===== src/rtl/status_pkg.sv =====
// Shared flag definitions for the status flag unit and its save/restore stack.
// Bit order of every flag vector is [3]=V [2]=Z [1]=S [0]=C.
package status_pkg;

  localparam int FLAG_W = 4;

  localparam int IDX_V = 3;
  localparam int IDX_Z = 2;
  localparam int IDX_S = 1;
  localparam int IDX_C = 0;

  typedef logic [FLAG_W-1:0] flags_t;

  function automatic flags_t pack_flags(
    input logic v,
    input logic z,
    input logic s,
    input logic c
  );
    flags_t f;
    f        = '0;
    f[IDX_V] = v;
    f[IDX_Z] = z;
    f[IDX_S] = s;
    f[IDX_C] = c;
    return f;
  endfunction

endpackage


===== src/rtl/status_flag_unit_stack.sv =====
// LIFO of saved flag words with level tracking and misuse detection.
// Push+pop together swaps the top entry; at level 0 only the push happens.
module flag_stack
  import status_pkg::*;
#(
  parameter int DEPTH = 4,
  localparam int LW = $clog2(DEPTH + 1)
) (
  input  logic          clk,
  input  logic          rst,
  input  logic          push,
  input  logic          pop,
  input  flags_t        din,
  output flags_t        top,
  output logic [LW-1:0] level,
  output logic          full,
  output logic          empty,
  output logic          pop_ok,
  output logic          misuse
);

  localparam logic [LW-1:0] ONE     = LW'(1);
  localparam logic [LW-1:0] DEPTH_L = LW'(DEPTH);

  flags_t        mem [2**LW];
  logic [LW-1:0] top_idx;
  logic          swap;
  logic          do_push;
  logic          do_pop;

  assign full    = (level == DEPTH_L);
  assign empty   = (level == '0);
  assign top_idx = level - ONE;
  assign top     = mem[top_idx];

  assign pop_ok  = pop & ~empty;
  assign swap    = push & pop_ok;
  assign do_push = push & ~pop_ok & ~full;
  assign do_pop  = pop_ok & ~push;

  // A swap on a full stack is legal; only a lone push can overflow.
  assign misuse  = (push & ~pop & full)
                 | (pop & empty);

  always_ff @(posedge clk) begin
    if (rst) begin
      level <= '0;
    end else if (do_push) begin
      level <= level + ONE;
    end else if (do_pop) begin
      level <= level - ONE;
    end
  end

  always_ff @(posedge clk) begin
    if (!rst) begin
      if (swap) begin
        mem[top_idx] <= din;
      end else if (do_push) begin
        mem[level] <= din;
      end
    end
  end

endmodule


===== src/rtl/status_flag_unit.sv =====
// ALU status flag register with per-flag masking, software write,
// optional sticky overflow and a save/restore stack.
module status_flag_unit
  import status_pkg::*;
#(
  parameter int WIDTH    = 8,
  parameter int DEPTH    = 4,
  parameter int STICKY_V = 0
) (
  input  logic                       clk,
  input  logic                       rst,
  input  logic                       update,
  input  logic [WIDTH-1:0]           word_out,
  input  logic                       cout,
  input  logic                       cmsb,
  input  logic [3:0]                 flag_we,
  input  logic                       sw_wr,
  input  logic [3:0]                 sw_data,
  input  logic                       push,
  input  logic                       pop,
  output logic                       V,
  output logic                       Z,
  output logic                       S,
  output logic                       C,
  output logic [$clog2(DEPTH+1)-1:0] level,
  output logic                       full,
  output logic                       empty,
  output logic                       err
);

  flags_t flags_q;
  flags_t flags_d;
  flags_t calc;
  flags_t upd;
  flags_t stk_top;
  logic   pop_ok;
  logic   misuse;
  logic   err_q;
  logic   sel_pop;
  logic   sel_sw;
  logic   sel_upd;

  assign calc = pack_flags(
    cout ^ cmsb,
    (word_out == '0),
    word_out[WIDTH-1],
    cout
  );

  always_comb begin
    upd = flags_q;
    for (int i = 0; i < FLAG_W; i++) begin
      if (flag_we[i]) begin
        upd[i] = calc[i];
      end
    end
    // Sticky overflow only ever sets on update.
    if (STICKY_V != 0 && flag_we[IDX_V]) begin
      upd[IDX_V] = flags_q[IDX_V] | calc[IDX_V];
    end
  end

  assign sel_pop = pop_ok;
  assign sel_sw  = sw_wr & ~pop_ok;
  assign sel_upd = update & ~sw_wr & ~pop_ok;

  always_comb begin
    flags_d = flags_q;
    unique case (1'b1)
      sel_pop: flags_d = stk_top;
      sel_sw:  flags_d = sw_data;
      sel_upd: flags_d = upd;
      default: flags_d = flags_q;
    endcase
  end

  always_ff @(posedge clk) begin
    if (rst) begin
      flags_q <= '0;
      err_q   <= 1'b0;
    end else begin
      flags_q <= flags_d;
      err_q   <= err_q | misuse;
    end
  end

  flag_stack #(
    .DEPTH (DEPTH)
  ) u_stack (
    .clk    (clk),
    .rst    (rst),
    .push   (push),
    .pop    (pop),
    .din    (flags_q),
    .top    (stk_top),
    .level  (level),
    .full   (full),
    .empty  (empty),
    .pop_ok (pop_ok),
    .misuse (misuse)
  );

  assign V   = flags_q[IDX_V];
  assign Z   = flags_q[IDX_Z];
  assign S   = flags_q[IDX_S];
  assign C   = flags_q[IDX_C];
  assign err = err_q;

endmodule


===== config.mk =====
export PLATFORM = sky130hd
export DESIGN_NAME = status_flag_unit
export DESIGN_NICKNAME = d
export VERILOG_FILES = /design/src/rtl/status_pkg.sv /design/src/rtl/status_flag_unit_stack.sv /design/src/rtl/status_flag_unit.sv
export SDC_FILE = /design/constraint.sdc
export NUM_CORES = 1
export LEC_CHECK = 0
export CAP_MARGIN = 20
export CORE_MARGIN = 8
export CORE_UTILIZATION = 57
export CTS_CLUSTER_SIZE = 30
export DETAILED_ROUTE_END_ITERATION = 6
export GPL_TIMING_DRIVEN = 0
export PLACE_DENSITY = 0.84
export SYNTH_ARGS = -nofsm -noshare
export SYNTH_HDL_FRONTEND = slang
export SYNTH_SLANG_ARGS = --single-unit

===== constraint.sdc =====
create_clock -name clk -period 4.8 [get_ports clk]
set_clock_uncertainty 0.2 [all_clocks]
set_input_delay 0.72 -clock clk [delete_from_list [all_inputs] [get_ports clk]]
set_output_delay 0.72 -clock clk [all_outputs]
set_load 0.02 [all_outputs]

* After elaboration in Yosys (flattened, before gate mapping)
Memories as Yosys holds them, arrays and structs flattened. Index checks and enable logic that the tools add are counted. Widths: inputs -> output; s select.
Word-level totals: register bits 8, memories kept 1, logic and storage cells 60, bits in writable memories 32, output and inout port bits 10, bits of input ports 24
Memory list:
- u_stack.mem | depth 8, width 4, read ports 1, clocked after memory_dff 0, wr ports 1, RTL line status_flag_unit_stack.sv:25 | flags_t mem [2**LW];
Cells by class: equal/unequal tests 5, muxes and demuxes 17, bitwise logic cells 20, add/subtract/negate cells 2, reduce and logical (&&, ||, !) cells 9
Operator list (count):
- $mux 1 | 12
- $pmux 4 s3 | 1
- $and 1x1->1 | 11
- $mux 3 | 3
- $logic_not 8->1 | 1
- $ne 2x2->1 const B | 4
- $reduce_and 2->1 | 4
- $not 1->1 | 6
- $mux 4 | 1
- $reduce_or 4->1 | 1
- $add 3x1->3 const B | 1
- $eq 3x3->1 const B | 1
- $logic_not 3->1 | 1
- $reduce_bool 3->1 | 1
- $sub 3x1->3 const B | 1
- $or 1x1->1 | 2
- $reduce_bool 2->1 | 1
- $xor 1x1->1 | 1

* Logic depth before layout (Yosys ltp)
word-level depth 12, depth in mapped cells 8, gate-level depth less buffers 6

* By module
Synthesis repeated with hierarchy kept, for this count alone.
Second synthesis, totals: cell total of the unflattened synthesis 159, area total of the unflattened synthesis 2104.5 um^2
Modules (own cells, without submodules):
- flag_stack | cells an instance 118, area each 1749.2 um^2, times used 1
- status_flag_unit | cells an instance 41, area each 355.3 um^2, times used 1

* Worst setup path before layout
No wires, ideal clock.
kind flip-flop to flip-flop, start point reg u_stack.level[0], end point mem u_stack.mem[1][0] in the netlist's numbering (enable), arrival time 2.231 ns, library setup time 0.361 ns, clock period less this slack 2.793 ns, stages on the path, launching flop included 8, buffers on the path 1, slack 2.007 ns, data required time 4.239 ns, cells stage by stage dfxtp_1 buf_2 inv_1 ha_1 and2_4 or3_4 mux2i_1 nor3_1
On the way: elaborated cells between the ends (all ways) 20, classes of those cells add/sub: 1; eq/ne: 1; mux: 9; bitwise: 7; reduce/logical: 2
RTL lines:
- from (decl) | RTL line status_flag_unit_stack.sv:15 | output logic [LW-1:0] level,
- from (signal assigned) | RTL line status_flag_unit_stack.sv:49 | level <= level + ONE;
- from (signal assigned) | RTL line status_flag_unit_stack.sv:51 | level <= level - ONE;
- $eq 3x3->1 * | RTL line status_flag_unit_stack.sv:31 | assign full = (level == DEPTH_L);
- named net full | RTL line status_flag_unit.sv:26 | output logic full,
- $not 1->1 * | RTL line status_flag_unit_stack.sv:38 | assign do_push = push & ~pop_ok & ~full;
- $and 1x1->1 * | RTL line status_flag_unit_stack.sv:38
- $mux 1 * | RTL line status_flag_unit_stack.sv:59 | end else if (do_push) begin
- $mux 1 * | RTL line status_flag_unit_stack.sv:57 | if (swap) begin
- $mux 1 * | RTL line status_flag_unit_stack.sv:56 | if (!rst) begin
- $mux 1 (not written as such) * | RTL line status_flag_unit_stack.sv:60 | mem[level] <= din;
- $reduce_or 4->1 (no source line)
- $mux 3 (no source line) / $mux 1 (equally long branches)
- to (decl) | RTL line status_flag_unit_stack.sv:25
The timed path passes the listed nets; every way through them passes the cells marked *.

* Worst setup path in the final report
start point reg u_stack.level[0], end point out empty
On the way: longest elaborated chain between the ends 1
Ends and longest elaborated chain:
- $logic_not 3->1 | RTL line status_flag_unit_stack.sv:32 | assign empty = (level == '0);
- to (decl) | RTL line status_flag_unit.sv:27 | output logic empty,
Every way passes these cells.

==> metrics.md <==
| Metric | Value |
|---|---|
| DRT iter0 DRCs | around 150 |
| GRT Total Usage | 0.160 |
| Initial cell density of the core | 0.581 |
| Post-Syn Area | 2090 µm² |
| Worst setup margin | ~1.5 ns |
| DRC Markers | 0 |
| Yosys warns | 0 |
| DP Worst Slack | around 1.6 ns |
| Met1 usage | 0.194 |
| RR Endpoint | u_stack.mem[1][0] |
| Worst-Skew Late Latency | 0.29 ns |
| Boundary Pins | 34 |
| Hold path depth | 2 |
| Die area | between 5000 and 6000 µm² |
| Multi-input logic area | ~890 µm² |
| Final Hold Viols | 0 |
| Antenna viol nets, final | 0 |
| PwrDens | 553 nW/µm² |
| Crit end category | output port |
| CP delay by family, top | buffers and inverters |
| WL final | ~4.6 mm |
| Initial antenna violation count | 0 |
| Die height | roughly 77 µm |
| Pre-Repair DR Iteration Count | 4 |
| Setup TNS | 0 ns |
| Max-cap viol count | 0 |
| FF+latch area | ~1100 µm² |
| Slew Limit Fails | 0 |
| Cell Count Post-Placement | approximately 250 |
| Rel. slew slack | 0.555 |
| Fin nets | ~230 |
| Total number of vias | between 1,000 and 1,500 |
| Die width | around 77 µm |
| Sw Ratio | 0.362 |
| Clock power frac | 0.193 |
| FF-to-FF path depth | 6 |
| Vias in the first global route | 1,520 |
| Crit path buffers/inverters | 5 |
| Cell breakdown of the critical path | buf_2 > inv_1 > ha_1 > buf_2 > nand2b_1 > inv_1 > clkdlybuf4s50_1 |
| Post-synthesis cell type count | 47 |
| Ant diodes | 0 |
| Outcome | complete, no violations |
| Seq cells post-synth | 40 |
| Hold_buf cts | 0 |
| Unrepaired setup endpoints after global routing | false |
| FMAX | between 0.3 and 0.4 GHz |
| H-tree levels | 2 |
| Fin crit share | 0.681 |
| Most common cell after layout, fill and taps aside | edfxtp_1 |
| Worst vdd ir | ~0.39 mV |
| R2r startpoint | u_stack.level[0] |
| Crit path time final | approximately 3.3 ns |
| Root buffer cell | clkbuf_8 |
| Sequential element share of the synthesized area | 0.535 |
| Core area | roughly 3600 µm² |
| Rows | 22 |
| Busiest grt layer | met2 |
| CTS tree | yes |
| Syn Inst Count | 166 |
| EDFF count, synth | 32 |
| Reg power frac | 0.349 |
| CTS Buf Count | 5 |
| Mean post-synth cell area | approximately 13 µm² |
| GPL Wtd Cong | 0.855 |
| R2R setup slack | ~1.6 ns |
| GRT overflow | 0 |
| Bufs on Longest Clock Path | 2 |
| Post-synth top flop | edfxtp_1 |
| Post-Syn Nets | slightly below 200 |
| Synth async-reset ratio | 0 |
| Critical Path Sink | empty |
| Met3 usage | 0.0519 |
| Max FO, Critical Path | 10 |
| Net Sw Power | between 500 and 600 µW |
| CTS clk-pin slew, worst paths | around 0.080 ns |
| Lkg Pwr | between 0.0008 and 0.0009 µW |
| First-pass GRT wire length | about 7.5 mm |
| Fillers | roughly 250 |
| Crit-path slowest cell | clkdlybuf4s50_1 |
| Post CTS Setup Buffer Count | 0 |
| Most frequent cells in the layout | edfxtp_1, clkdlybuf4s50_1, nand2b_1 |
| Final Setup Violations | 0 |
| Fin cells | about 250 |
| Crit start category | register |
| Count of input and output buffers | 31 |
| Drt wl/cell | 18.1 µm |
| Hold Path Class | register to register |
| Share of cells above drive strength 1 | 0.141 |
| Crit path launch | u_stack.level[0] |
| CP Depth | 7 |
| Tightest Pin Transition | around 0.66 ns |
| Crit path largest cell delay | about 0.53 ns |
| Power Total | 1430 µW |
| Largest net degree at the start of global routing | 15 |
| Crit Path Category | register to output port |
| Crit path DAT | approximately 2.4 ns |
| Via density | between 5 and 6 |
| P&R area growth vs syn | 23.2% |
| DP HPWL | between 3 and 4 mm |
| Post-CTS resize count | 0 |
| Clock sink count | 40 |
| Comb pwr share | 0.458 |
| CP Data Required Time | roughly 3.9 ns |
| Int Power | ~910 µW |
| Met2 Use GR | 0.266 |
==> layer usage <==
layer  vias to the layer above  routed length [µm]
met5                         -                   0
met4                         0                  56
met3                         6                 289
met2                        64                2240
met1                       718                1990
li1                        711                   -
==> metrics by stage <==
stage	hold slack (ns)	area (µm²)	utilization
floorplan	0.370	2090	-
global placement	0.249	2460	0.684
detailed placement	0.292	2460	0.684
CTS	0.318	2580	0.716
global route	0.345	2580	0.716
finish	0.308	2580	0.716
==> worst min path at each step <==
stage,from,endpoint
global placement,err,err
detailed placement,err,err
global route,err,err
floorplan,err,err
finish,err,err
CTS,err,err
==> cell families (layout without fill, tap and decap cells) <==
family	Yosys count	after routing	share of synthesized area
adders and majority gates	3	3	0.0179
and+or+nand+nor	56	56	0.161
muxes	12	12	0.108
AOI/OAI and AO/OA	33	33	0.115
xor gates and xnor gates	6	6	0.0251
DFF	40	40	0.535
buffers and inverters	16	55	0.0388
==> power groups by stage <==
stage	Clock, µW	Combinational, µW	Sequential (µW)
after floorplan	0	428	519
after global placement	0	624	498
after detailed placement	0	647	507
after CTS	279	653	499
after global routing	291	713	506
final	276	653	498
==> synth_stat cells, types with 3 or more instances <==
| cell type | n | area (µm²) |
|---|---|---|
| edfxtp_1 | 32 | 961 |
| nand2b_1 | 12 | 75.1 |
| nor2_1 | 10 | 37.5 |
| dfxtp_1 | 8 | 160 |
| mux4_2 | 8 | 180 |
| nand2_1 | 6 | 22.5 |
| o21ai_0 | 6 | 30.0 |
| xnor2_1 | 5 | 43.8 |
| a311oi_1 | 4 | 35.0 |
| and2_1 | 4 | 25.0 |
| buf_2 | 4 | 20.0 |
| clkbuf_1 | 4 | 15.0 |
| inv_1 | 4 | 15.0 |
| a211oi_1 | 3 | 22.5 |
| a21oi_1 | 3 | 15.0 |
| ha_1 | 3 | 37.5 |
| mux2i_1 | 3 | 30.0 |
| nand3b_1 | 3 | 22.5 |
| nor3_1 | 3 | 15.0 |
| or3_1 | 3 | 18.8 |
==> worst reg2reg max path: cells and delay by family, from the launching register on <==
kind                       cells  cell delay [ns]
buffers and inverters          3             0.95
and+or+nand+nor                1             0.61
adders and majority gates      1             0.43
DFF                            1             0.36
muxes                          1             0.27
==> state kept, by name, indices dropped and copies added, names as in the netlist <==
signal and cells:
err 1, flags_q 4, u_stack.level 3, u_stack.mem 32
==> area by class of cell <==
type / count / area share
Clock inverter: 3 / 0.0184
Sequential cell: 40 / 0.434
Inverter: 4 / 0.00582
Timing Repair Buffer: 31 / 0.120
Buffer: 12 / 0.0257
Multi-Input combinational cell: 110 / 0.346
Clock buffer: 5 / 0.0267
Tap cell: 48 / 0.0233
No activity file was read; power rests on OpenSTA's default activity.
